===== src/rtl/ahb_pkg.sv =====
// Shared AHB encodings, widths and the burst-length helper used by the arbiter.
package ahb_pkg;

    localparam int HMASTER_W = 4;
    localparam int BEAT_W    = 5;

    typedef enum logic [1:0] {
        HTRANS_IDLE   = 2'd0,
        HTRANS_BUSY   = 2'd1,
        HTRANS_NONSEQ = 2'd2,
        HTRANS_SEQ    = 2'd3
    } htrans_e;

    typedef enum logic [2:0] {
        HBURST_SINGLE = 3'd0,
        HBURST_INCR   = 3'd1,
        HBURST_WRAP4  = 3'd2,
        HBURST_INCR4  = 3'd3,
        HBURST_WRAP8  = 3'd4,
        HBURST_INCR8  = 3'd5,
        HBURST_WRAP16 = 3'd6,
        HBURST_INCR16 = 3'd7
    } hburst_e;

    // Beats still to come after the first one of a fixed-length burst.
    // Undefined-length (INCR) and SINGLE transfers never block arbitration.
    function automatic logic [BEAT_W-1:0] burst_beats(input logic [2:0] hburst);
        logic [BEAT_W-1:0] beats;
        case (hburst)
            HBURST_WRAP4,  HBURST_INCR4:  beats = 5'd3;
            HBURST_WRAP8,  HBURST_INCR8:  beats = 5'd7;
            HBURST_WRAP16, HBURST_INCR16: beats = 5'd15;
            default:                      beats = 5'd0;
        endcase
        return beats;
    endfunction

endpackage


===== src/rtl/ahb_bus_arbiter_if.sv =====
// Arbitration signals shared between the bus masters and the arbiter.
interface ahb_bus_arbiter_if #(
    parameter int NUM_MASTERS = 3
);
    import ahb_pkg::*;

    logic [NUM_MASTERS-1:0] HBUSREQ;
    logic [NUM_MASTERS-1:0] HLOCK;
    logic [1:0]             HTRANS;
    logic [2:0]             HBURST;
    logic                   HREADY;
    logic [NUM_MASTERS-1:0] HGRANT;
    logic [HMASTER_W-1:0]   HMASTER;
    logic                   HMASTLOCK;

    // Master side: drives requests and the current transfer, sees grants.
    modport master (
        output HBUSREQ, HLOCK, HTRANS, HBURST, HREADY,
        input  HGRANT, HMASTER, HMASTLOCK
    );

    // Slave side: the arbiter itself.
    modport slave (
        input  HBUSREQ, HLOCK, HTRANS, HBURST, HREADY,
        output HGRANT, HMASTER, HMASTLOCK
    );

endinterface


===== src/rtl/ahb_rr_pick.sv =====
// Combinational round-robin picker: first requester strictly after `last`,
// wrapping around; `last` itself is only chosen if nobody else asks.
module ahb_rr_pick
    import ahb_pkg::*;
#(
    parameter int N = 3
) (
    input  logic [N-1:0]         req,
    input  logic [HMASTER_W-1:0] last,
    output logic [N-1:0]         gnt,
    output logic                 valid
);

    logic [N-1:0] above;
    logic [N-1:0] req_hi;

    // Mask of indices with higher number than the last winner.
    for (genvar gi = 0; gi < N; gi++) begin : g_above
        assign above[gi] = (HMASTER_W'(gi) > last);
    end

    assign req_hi = req & above;

    // Lowest set bit above the last winner, otherwise wrap to the lowest overall.
    always_comb begin
        gnt   = '0;
        valid = |req;
        if (|req_hi) begin
            gnt = req_hi & (-req_hi);
        end else begin
            gnt = req & (-req);
        end
    end

endmodule


===== src/rtl/ahb_bus_arbiter.sv =====
// Round-robin AHB arbiter with burst and lock protection, default-master
// parking, and registered HGRANT/HMASTER/HMASTLOCK.
module ahb_bus_arbiter
    import ahb_pkg::*;
#(
    parameter int NUM_MASTERS    = 3,
    parameter int DEFAULT_MASTER = 0
) (
    input  logic               HCLK,
    input  logic               HRESETn,
    ahb_bus_arbiter_if.slave   bus
);

    localparam logic [NUM_MASTERS-1:0] DEF_GNT = NUM_MASTERS'(1) << DEFAULT_MASTER;
    localparam logic [HMASTER_W-1:0]   DEF_IDX = HMASTER_W'(DEFAULT_MASTER);

    logic [NUM_MASTERS-1:0] grant_q, grant_d;
    logic [HMASTER_W-1:0]   hmaster_q, hmaster_d;
    logic                   hmastlock_q, hmastlock_d;
    logic [BEAT_W-1:0]      cnt_q, cnt_d;

    logic [HMASTER_W-1:0]   owner_idx;
    logic                   owner_lock;
    logic [NUM_MASTERS-1:0] pick_gnt;
    logic                   pick_valid;

    // Index and lock request of the currently granted master.
    always_comb begin
        owner_idx  = '0;
        owner_lock = 1'b0;
        for (int i = 0; i < NUM_MASTERS; i++) begin
            if (grant_q[i]) begin
                owner_idx  = HMASTER_W'(i);
                owner_lock = bus.HLOCK[i];
            end
        end
    end

    // Rotation starts after the granted master so full contention cycles 0,1,2,0.
    ahb_rr_pick #(
        .N (NUM_MASTERS)
    ) u_pick (
        .req   (bus.HBUSREQ),
        .last  (owner_idx),
        .gnt   (pick_gnt),
        .valid (pick_valid)
    );

    // Beat tracking, handover and re-arbitration, all gated by HREADY.
    always_comb begin
        grant_d     = grant_q;
        hmaster_d   = hmaster_q;
        hmastlock_d = hmastlock_q;
        cnt_d       = cnt_q;
        if (bus.HREADY) begin
            case (bus.HTRANS)
                HTRANS_NONSEQ: cnt_d = burst_beats(bus.HBURST);
                HTRANS_SEQ:    cnt_d = (cnt_q != '0) ? cnt_q - 5'd1 : cnt_q;
                HTRANS_BUSY:   cnt_d = cnt_q;
                default:       cnt_d = '0;
            endcase
            // Address phase moves to whoever held the grant before this edge.
            hmaster_d   = owner_idx;
            hmastlock_d = owner_lock;
            // Only re-arbitrate once the burst is done and no lock is held.
            if ((cnt_d == '0) && !owner_lock) begin
                grant_d = pick_valid ? pick_gnt : DEF_GNT;
            end
        end
    end

    // State registers with synchronous active-low reset.
    always_ff @(posedge HCLK) begin
        if (!HRESETn) begin
            grant_q     <= DEF_GNT;
            hmaster_q   <= DEF_IDX;
            hmastlock_q <= 1'b0;
            cnt_q       <= '0;
        end else begin
            grant_q     <= grant_d;
            hmaster_q   <= hmaster_d;
            hmastlock_q <= hmastlock_d;
            cnt_q       <= cnt_d;
        end
    end

    assign bus.HGRANT    = grant_q;
    assign bus.HMASTER   = hmaster_q;
    assign bus.HMASTLOCK = hmastlock_q;

endmodule


===== src/flat_wrapper.sv =====
// flat-port wrapper written by rule: the top's interface ports become plain ports
module ahb_bus_arbiter_flat import ahb_pkg::*;
#(
    parameter int NUM_MASTERS    = 3,
    parameter int DEFAULT_MASTER = 0
)
  (HCLK, HRESETn, bus_HBUSREQ, bus_HLOCK, bus_HTRANS, bus_HBURST, bus_HREADY, bus_HGRANT, bus_HMASTER, bus_HMASTLOCK);
  ahb_bus_arbiter_if #(.NUM_MASTERS(NUM_MASTERS)) bus_i ();
  input  logic HCLK;
  input  logic HRESETn;
  input wire logic [$bits(bus_i.HBUSREQ)-1:0] bus_HBUSREQ;
  input wire logic [$bits(bus_i.HLOCK)-1:0] bus_HLOCK;
  input wire logic [$bits(bus_i.HTRANS)-1:0] bus_HTRANS;
  input wire logic [$bits(bus_i.HBURST)-1:0] bus_HBURST;
  input wire logic [$bits(bus_i.HREADY)-1:0] bus_HREADY;
  output wire logic [$bits(bus_i.HGRANT)-1:0] bus_HGRANT;
  output wire logic [$bits(bus_i.HMASTER)-1:0] bus_HMASTER;
  output wire logic [$bits(bus_i.HMASTLOCK)-1:0] bus_HMASTLOCK;
  assign bus_i.HBUSREQ = bus_HBUSREQ;
  assign bus_i.HLOCK = bus_HLOCK;
  assign bus_i.HTRANS = bus_HTRANS;
  assign bus_i.HBURST = bus_HBURST;
  assign bus_i.HREADY = bus_HREADY;
  assign bus_HGRANT = bus_i.HGRANT;
  assign bus_HMASTER = bus_i.HMASTER;
  assign bus_HMASTLOCK = bus_i.HMASTLOCK;
  ahb_bus_arbiter #(.NUM_MASTERS(NUM_MASTERS), .DEFAULT_MASTER(DEFAULT_MASTER)) u_core (.HCLK(HCLK), .HRESETn(HRESETn), .bus(bus_i));
endmodule

===== config.mk =====
export PLATFORM = sky130hd
export DESIGN_NAME = ahb_bus_arbiter_flat
export DESIGN_NICKNAME = d
export VERILOG_FILES = /design/src/rtl/ahb_pkg.sv /design/src/rtl/ahb_bus_arbiter_if.sv /design/src/rtl/ahb_rr_pick.sv /design/src/rtl/ahb_bus_arbiter.sv /design/src/flat_wrapper.sv
export SDC_FILE = /design/constraint.sdc
export NUM_CORES = 1
export LEC_CHECK = 0
export ABC_AREA = 1
export ABC_CLOCK_PERIOD_IN_PS = 1900
export CORE_ASPECT_RATIO = 0.9
export CORE_MARGIN = 4
export CORE_UTILIZATION = 47
export CTS_CLUSTER_DIAMETER = 120
export DETAILED_ROUTE_END_ITERATION = 10
export HOLD_SLACK_MARGIN = 0.15
export PLACE_DENSITY = 0.78
export SYNTH_ARGS = -nofsm -noshare
export SYNTH_HDL_FRONTEND = slang
export SYNTH_HIERARCHICAL = 1
export SYNTH_SLANG_ARGS = --single-unit

===== constraint.sdc =====
create_clock -name HCLK -period 1.9 [get_ports HCLK]
set_clock_uncertainty 0.2 [all_clocks]
set_input_delay 0.475 -clock HCLK [delete_from_list [all_inputs] [get_ports HCLK]]
set_output_delay 0.475 -clock HCLK [all_outputs]
set_load 0.005 [all_outputs]

==> out/summary.txt, run 1 <==
OUTCOME
-------------------------------------------------------------------------------------
Result of the run                                                        complete, no violations

SYNTH
-------------------------------------------------------------------------------------
Mapped Area                                                                 819.5 µm²
Sequential share of the synthesized area                                       26.87%
Syn Inst Count                                                                    139
Yosys warns                                                                         6
Dominant synthesized flop cell                                           sky130_fd_sc_hd__dfxtp_1
Synth Area per Inst                                                         5.896 µm²
Post-synthesis async set-or-reset flop share                                       0%
Count of flip-flops with a built-in enable after synthesis                          0
Register bit count reported by yosys                                               11
Count of distinct cell types in the synthesized netlist                            23

POWER
-------------------------------------------------------------------------------------
Sequential share of power                                                       39.2%
Net switching power                                                         0.2203 mW
Combinational power share                                                       37.0%
Relative contribution of the clock network to total power                       23.8%
Total internal power                                                        0.4519 mW
Peak supply drop                                                            0.4099 mV
Net switching share of the total power                                         32.78%
Power density over the cells                                             583.3 nW/µm²
Total leakage power                                                         0.5864 nW

GRT
-------------------------------------------------------------------------------------
Pin count of the biggest net entering global routing                                9
Aggregate global routing overflow                                                   0
Wire length of the first global-routing pass                                  3132 µm
Vias in the first global route                                                    802
Number of antenna violations at the first check in global routing                   0
Total track usage                                                              16.87%

FLOORPLAN
-------------------------------------------------------------------------------------
Count of boundary I/O pins                                                         22
Vertical die dimension                                                       47.62 µm
Floorplan core area                                                          1664 µm²
Die width                                                                    52.02 µm
Starting density of the core                                                   49.25%
Count of standard-cell rows                                                        14
Die area                                                                     2477 µm²

CLOCK NETWORK
-------------------------------------------------------------------------------------
Total number of clock tree sinks                                                   11
H-tree levels                                                                       1
Clock slew seen by the registers of the worst setup and hold paths              70 ps
Number of buffers inserted during clock tree synthesis                              3
Clock tree root buffer cell                                              sky130_fd_sc_hd__clkbuf_4
Count of hold-fix buffers inserted at cts                                           0
CTS tree                                                                         done
Clock network latency to the later pin of the worst-skew pair                  260 ps
Bufs on Longest Clock Path                                                          2

ROUTING
-------------------------------------------------------------------------------------
Met2 routed WL                                                                 859 µm
DR pass1 iterations                                                                 4
Final routed wire length divided by cell count                               9.852 µm
Vias/cell                                                                       4.577
Wire length reported by the detailed router                                   1931 µm
Total via count in the routed design                                              897
Top layer reached by signal wires                                                met4
Starting DRT DRC Count                                                             24
Met3 WL post-DR                                                                 86 µm
Remaining routing DRC violations                                                    0
Post-route met1 wirelength                                                     954 µm
ANT nets after route                                                                0

PLACE
-------------------------------------------------------------------------------------
Placer congestion estimate                                                     0.8963
Dpl cells                                                                         191
I/O Buffers                                                                        18
Post-detail-place hpwl                                                        1482 µm

WORST HOLD PATH
-------------------------------------------------------------------------------------
HP Class                                                                 flip-flop to flip-flop

WORST SETUP PATH
-------------------------------------------------------------------------------------
Cells along the critical path                                            clkdlybuf4s50_1
Required time reported for the critical path endpoint                         1220 ps
Slowest cell on the critical path                                        sky130_fd_sc_hd__clkdlybuf4s50_1
Type of the worst setup path                                             flip-flop to primary output
Count of buffer and inverter cells on the critical path                             1
Critical path endpoint category                                          primary output
Crit Path Max Fanout                                                                6
Worst Setup Start Kind                                                      flip-flop
Data arrival at the endpoint of the critical path                             1160 ps
Longest individual stage delay on the worst path                               520 ps
Top delay family on crit path                                            buffers and inverters

CELLS AND AREA
-------------------------------------------------------------------------------------
Most frequent standard cell in the layout excluding fill and tap cells   sky130_fd_sc_hd__nand2_1
Leading cell types in the layout, fill and taps excluded                 sky130_fd_sc_hd__nand2_1 (38), sky130_fd_sc_hd__inv_1 (19), sky130_fd_sc_hd__clkdlybuf4s50_1 (16)
Non-filler cells in the finished layout                                           196
Post-route core utilization                                                    69.25%
Area delta synth->final                                                        40.61%
Final layout net count                                                            188
Antenna Diode Count                                                                 0
Filler cell count in the final layout                                             152
Fraction of final layout cells with drive strength greater than 1              18.60%

STA
-------------------------------------------------------------------------------------
Final count of hold timing violations                                               0
Time the worst path needs with I/O delays and setup                           1839 ps
Achievable clock frequency                                                  543.7 MHz
Final number of setup-violating endpoints                                           0
Max-slew violation total from the final report                                      0
Post-route clock period utilization                                            96.80%
Setup tns final                                                                  0 ps

RUN
-------------------------------------------------------------------------------------
Max capacitance violation total                                                     0

[synthesized netlist by cell type, types with 3 or more instances]
library cell              instances  area [µm²]
sky130_fd_sc_hd__o21ai_1          4       20.02
sky130_fd_sc_hd__inv_1           21       78.83
sky130_fd_sc_hd__o21ai_0          3       15.01
sky130_fd_sc_hd__dfxtp_1         11       220.2
sky130_fd_sc_hd__nand3_1         12       60.06
sky130_fd_sc_hd__inv_2            3       11.26
sky130_fd_sc_hd__nor2_2           3       18.77
sky130_fd_sc_hd__a21oi_1          8       40.04
sky130_fd_sc_hd__nor2_1          16       60.06
sky130_fd_sc_hd__buf_4            3       22.52
sky130_fd_sc_hd__nand2_2          3       18.77
sky130_fd_sc_hd__nand2_1         38       142.6
[timing repair]
action | CTS | global route
setup buffers | 0 | 1
setup endpoints to repair | 4 | 3
gates cloned | 0 | 0
pin swaps | 1 | 2
gates resized for setup | 2 | 7
[per-layer routing]
metal / global-route usage [%] / vias up
li1: - / 494
met1: 21.12 / 376
met2: 29.32 / 21
met3: 3.115 / 6
met4: 6.283 / 0
met5: 0 / -
[final cells by class]
type                       count  area, µm²  area share, %
multi-input combinational    102      509.2          44.19
timing repair buffer          30      271.5          23.56
sequential                    11      221.5          19.22
inverter                      25      93.84          8.143
tap                           24      30.03          2.606
clock buffer                   4      26.28          2.280
[through the flow]
stage | area (µm²) | setup WS [ps] | power [mW] | hold WS [ps]
after detailed placement | 1096 | -302.3 | 0.4993 | 272.3
final | 1152 | 60.87 | 0.6722 | 310.5
after floorplan | 830.8 | 258.8 | 0.4022 | 271.1
after global routing | 1152 | -1.500 | 0.7177 | 342.4
after CTS | 1122 | 23.71 | 0.6561 | 311.2
after global placement | 1096 | -264.9 | 0.4945 | 283.4
[state kept, by name, indices dropped and copies added (netlist names)]
signal and count:
u_core/bus.HGRANT 3, u_core/bus.HMASTLOCK 1, u_core/cnt_q 5, u_core/bus.HMASTER 2
[logic make-up (layout without fill, tap and decap cells)]
| group | Yosys count | after routing | synth area share, % |
|---|---|---|---|
| compound gates | 17 | 17 | 10.99 |
| simple gates | 80 | 80 | 45.35 |
| fa+ha+maj | 1 | 1 | 1.526 |
| flops | 11 | 11 | 26.87 |
| other cells | 1 | 4 | 0.4576 |
| buf+inv | 29 | 59 | 14.81 |
[worst reg2reg max path: stages, from the launching register on]
cell and delay [ps]:
sky130_fd_sc_hd__dfxtp_1 370, sky130_fd_sc_hd__inv_2 80, sky130_fd_sc_hd__ha_4 190, sky130_fd_sc_hd__inv_1 50
sky130_fd_sc_hd__nand2_1 40, sky130_fd_sc_hd__nand3_1 70, sky130_fd_sc_hd__nor2_1 50, sky130_fd_sc_hd__nor2_2 180
sky130_fd_sc_hd__nand2_2 100, sky130_fd_sc_hd__nor2_4 170, sky130_fd_sc_hd__nand3_1 100, sky130_fd_sc_hd__nand2_1 70
sky130_fd_sc_hd__nor2_1 40
[power by group through the flow]
stage | clock network [mW] | logic (mW) | registers [mW]
3_5_place_dp | 0 | 0.231 | 0.268
6_report | 0.160 | 0.249 | 0.264
3_3_place_gp | 0 | 0.227 | 0.268
4_1_cts | 0.160 | 0.233 | 0.263
5_1_grt | 0.175 | 0.277 | 0.266
2_1_floorplan | 0 | 0.136 | 0.266
[final timing paths]
path | slack [ps] | cells after the start | from | endpoint
setup / recovery | 60 | 1 | u_core/bus.HGRANT[2] | bus_HGRANT[2]
hold / removal | 310 | 2 | u_core/bus.HGRANT[0] | u_core/bus.HGRANT[0]
setup reg to reg | 80 | 12 | u_core/cnt_q[0] | u_core/bus.HGRANT[1]
hold reg to reg | 310 | 2 | u_core/bus.HGRANT[0] | u_core/bus.HGRANT[0]
No activity file was read; power rests on OpenSTA's default activity.
==> inputs of run 2 (changes only) <==
--- a/config.mk
+++ b/config.mk
@@ -7,11 +7,11 @@
 export LEC_CHECK = 0
 export ABC_AREA = 1
 export ABC_CLOCK_PERIOD_IN_PS = 1900
-export CORE_ASPECT_RATIO = 0.9
 export CORE_MARGIN = 4
 export CORE_UTILIZATION = 47
 export CTS_CLUSTER_DIAMETER = 120
 export DETAILED_ROUTE_END_ITERATION = 10
+export GPL_TIMING_DRIVEN = 0
 export HOLD_SLACK_MARGIN = 0.15
 export PLACE_DENSITY = 0.78
 export SYNTH_ARGS = -nofsm -noshare
==> run 2 against run 1 <==
Sequential share of layout area up 1.8 points. First-iteration DRC count down 17%. Die area about the same. Non-clock buffer count down 8. Wire length down 4.4%. Sequential cell count unchanged. Fmax up 2.1%. Sequential power about the same. Critical path type unchanged.
==> out/summary.txt, run 2 (same netlist as run 1, synthesis figures left out) <==
WORST SETUP PATH
-------------------------------------------------------------------------------------
Critical path endpoint category                                          primary output   unchanged
Top delay family on crit path                                            buffers and inverters   unchanged
Register-to-register setup slack                                               170 ps   was 80 ps
Startpoint of the worst-slack reg-to-reg timing path                     u_core/cnt_q[1]   was u_core/cnt_q[0]
Required time reported for the critical path endpoint                         1220 ps   about the same
Cells along the critical path                                            clkdlybuf4s50_1   unchanged
First element of the critical path                                       u_core/bus.HGRANT[1]   was u_core/bus.HGRANT[2]
Worst Setup Start Kind                                                      flip-flop   unchanged
Capture point of the worst reg-to-reg path                               u_core/bus.HGRANT[1]   unchanged
Count of buffer and inverter cells on the critical path                             1   unchanged
Worst-case reg-to-reg path depth                                                   11   was 12
Capture point of the critical path                                       bus_HGRANT[1]   was bus_HGRANT[2]
Type of the worst setup path                                             flip-flop to primary output   unchanged
Crit Path Max Fanout                                                                4   was 6
Longest individual stage delay on the worst path                               510 ps   was 520 ps
Data arrival at the endpoint of the critical path                             1130 ps   was 1160 ps
Logic depth of the worst setup path including buffers                               1   unchanged
Slowest cell on the critical path                                        sky130_fd_sc_hd__clkdlybuf4s50_1   unchanged

GRT
-------------------------------------------------------------------------------------
Pin count of the biggest net entering global routing                                9   unchanged
Total track usage                                                              17.46%   was 16.87%
Aggregate global routing overflow                                                   0   unchanged
Wire length of the first global-routing pass                                  3491 µm   was 3132 µm
Number of antenna violations at the first check in global routing                   0   unchanged
Vias in the first global route                                                    863   was 802

ROUTING
-------------------------------------------------------------------------------------
Wire length reported by the detailed router                                   1846 µm   was 1931 µm
DR pass1 iterations                                                                 4   unchanged
Total via count in the routed design                                              876   was 897
Remaining routing DRC violations                                                    0   unchanged
ANT nets after route                                                                0   unchanged
Final routed wire length divided by cell count                               10.26 µm   was 9.852 µm
Starting DRT DRC Count                                                             20   was 24
Vias/cell                                                                       4.867   was 4.577

PLACE
-------------------------------------------------------------------------------------
Worst Setup Slack post-DPL                                                  -308.7 ps   was -302.3 ps
Placer congestion estimate                                                     0.8244   was 0.8963
Post-detail-place hpwl                                                        1505 µm   was 1482 µm
Dpl cells                                                                         175   was 191
Instance area at placement                                                   1021 µm²   was 1096 µm²
I/O Buffers                                                                        17   was 18

STA
-------------------------------------------------------------------------------------
Achievable clock frequency                                                  555.3 MHz   was 543.7 MHz
Setup tns final                                                                  0 ps   unchanged
Max-slew violation total from the final report                                      0   unchanged
Final count of hold timing violations                                               0   unchanged
Post-route clock period utilization                                            94.78%   was 96.80%
Final number of setup-violating endpoints                                           0   unchanged
Minimum hold slack                                                           287.9 ps   was 310.5 ps
Time the worst path needs with I/O delays and setup                           1801 ps   was 1839 ps
Unrepaired setup endpoints after global routing                                   yes
Least setup slack across all paths after layout                              99.16 ps   was 60.87 ps

CELLS AND AREA
-------------------------------------------------------------------------------------
Top reg by flops                                                         u_core/cnt_q   unchanged
Fraction of final layout cells with drive strength greater than 1              17.07%   was 18.60%
Largest register FFs                                                                5   unchanged
Post-route core utilization                                                    68.65%   was 69.25%
Non-filler cells in the finished layout                                           180   was 196
Antenna Diode Count                                                                 0   unchanged
Final layout net count                                                            180   was 188
Area delta synth->final                                                        32.06%   was 40.61%
Finished Cell Area                                                           1082 µm²   was 1152 µm²
Leading cell types in the layout, fill and taps excluded                 sky130_fd_sc_hd__nand2_1 (38), sky130_fd_sc_hd__inv_1 (20), sky130_fd_sc_hd__nor2_1 (16)   was sky130_fd_sc_hd__nand2_1 (38), sky130_fd_sc_hd__inv_1 (19), sky130_fd_sc_hd__clkdlybuf4s50_1 (16)
Most frequent standard cell in the layout excluding fill and tap cells   sky130_fd_sc_hd__nand2_1   unchanged
Filler cell count in the final layout                                             166   was 152

CLOCK NETWORK
-------------------------------------------------------------------------------------
CTS tree                                                                         done   unchanged
Total number of clock tree sinks                                                   11   unchanged
Count of hold-fix buffers inserted at cts                                           0   unchanged
H-tree levels                                                                       1   unchanged
Clock slew seen by the registers of the worst setup and hold paths              70 ps   about the same
Bufs on Longest Clock Path                                                          2   unchanged
Number of buffers inserted during clock tree synthesis                              3   unchanged
Clock tree root buffer cell                                              sky130_fd_sc_hd__clkbuf_4   unchanged
Clock network latency to the later pin of the worst-skew pair                  260 ps   about the same

OUTCOME
-------------------------------------------------------------------------------------
Result of the run                                                        complete, no violations   unchanged

FLOORPLAN
-------------------------------------------------------------------------------------
Vertical die dimension                                                       49.76 µm   was 47.62 µm
Die area                                                                     2476 µm²   was 2477 µm²
Starting density of the core                                                   51.98%   was 49.25%
Count of boundary I/O pins                                                         22   unchanged
Count of standard-cell rows                                                        14   unchanged
Die width                                                                    49.76 µm   was 52.02 µm
Floorplan core area                                                          1577 µm²   was 1664 µm²

POWER
-------------------------------------------------------------------------------------
Total internal power                                                        0.4324 mW   was 0.4519 mW
Total Power                                                                 0.6476 mW   was 0.6722 mW
Relative contribution of the clock network to total power                       24.8%   was 23.8%
Sequential share of power                                                       40.9%   was 39.2%
Net switching power                                                         0.2152 mW   was 0.2203 mW
Total leakage power                                                         0.5546 nW   was 0.5864 nW
Net switching share of the total power                                         33.23%   was 32.78%
Peak supply drop                                                            0.3857 mV   was 0.4099 mV
Combinational power share                                                       34.3%   was 37.0%
Power density over the cells                                             598.4 nW/µm²   was 583.3 nW/µm²

WORST HOLD PATH
-------------------------------------------------------------------------------------
HP Class                                                                 input pin to flip-flop   was flip-flop to flip-flop
Startpoint of the most critical hold path                                  bus_HREADY   was u_core/bus.HGRANT[0]

RUN
-------------------------------------------------------------------------------------
Max capacitance violation total                                                     0   unchanged

## run 2: changes by cell type in the layout (fill, tap and decap cells not counted), sizes merged
| cell | previous run | this run |
|---|---|---|
| buf | 12 | 6 |
| clkdlybuf4s50 | 16 | 14 |
## run 2: what timing repair did
action | 4_1_cts | 5_1_grt
resized for setup | 6 | 7
endpoints found under the hold margin | 0 | 0
pin swaps | 0 | 4
setup buffers | 0 | 1
setup endpoints to repair | 4 | 4
## run 2: layout make-up
cell class | instances | area [µm²] | share of cell area, %
Buffer | 4 | 27.53 | 2.543
Clock buffer | 4 | 26.28 | 2.428
Inverter | 25 | 93.84 | 8.671
Multi-Input combinational cell | 102 | 510.5 | 47.17
Sequential cell | 11 | 227.7 | 21.04
Tap cell | 16 | 20.02 | 1.850
Timing Repair Buffer | 18 | 176.4 | 16.30
## run 2: worst min-delay path by stage
stage                                  endpoint  slack [ps]  cells past startpoint
after floorplan            u_core/bus.HGRANT[0]         270                      2
after global placement     u_core/bus.HGRANT[0]         270                      2
after detailed placement   u_core/bus.HGRANT[0]         290                      2
after CTS                 u_core/bus.HMASTER[1]         280                      2
after global routing      u_core/bus.HMASTER[1]         320                      2
final                     u_core/bus.HMASTER[1]         290                      2
## run 2: power by group through the flow
stage                     combinational (mW)  sequential [mW]  clock (mW)
after global placement                 0.202            0.268           0
final                                  0.222            0.265       0.161
after CTS                              0.213            0.263       0.167
after floorplan                        0.136            0.266           0
after global routing                   0.257            0.268       0.177
after detailed placement               0.209            0.268           0
## run 2: routing by layer
metal | routed length (µm) | up-vias | track usage (%)
met5 | 0 | - | 0
li1 | - | 473 | -
met1 | 845 | 377 | 21.02
met3 | 78 | 4 | 2.410
met4 | 23 | 0 | 5.530
met2 | 898 | 22 | 31.50
==> inputs of run 3 (changes only) <==
--- a/config.mk
+++ b/config.mk
@@ -11,6 +11,7 @@
 export CORE_UTILIZATION = 47
 export CTS_CLUSTER_DIAMETER = 120
 export DETAILED_ROUTE_END_ITERATION = 10
+export GPL_ROUTABILITY_DRIVEN = 0
 export GPL_TIMING_DRIVEN = 0
 export HOLD_SLACK_MARGIN = 0.15
 export PLACE_DENSITY = 0.78
==> results of run 3 <==
Final layout, timing and power as in run 2 (identical DEF).
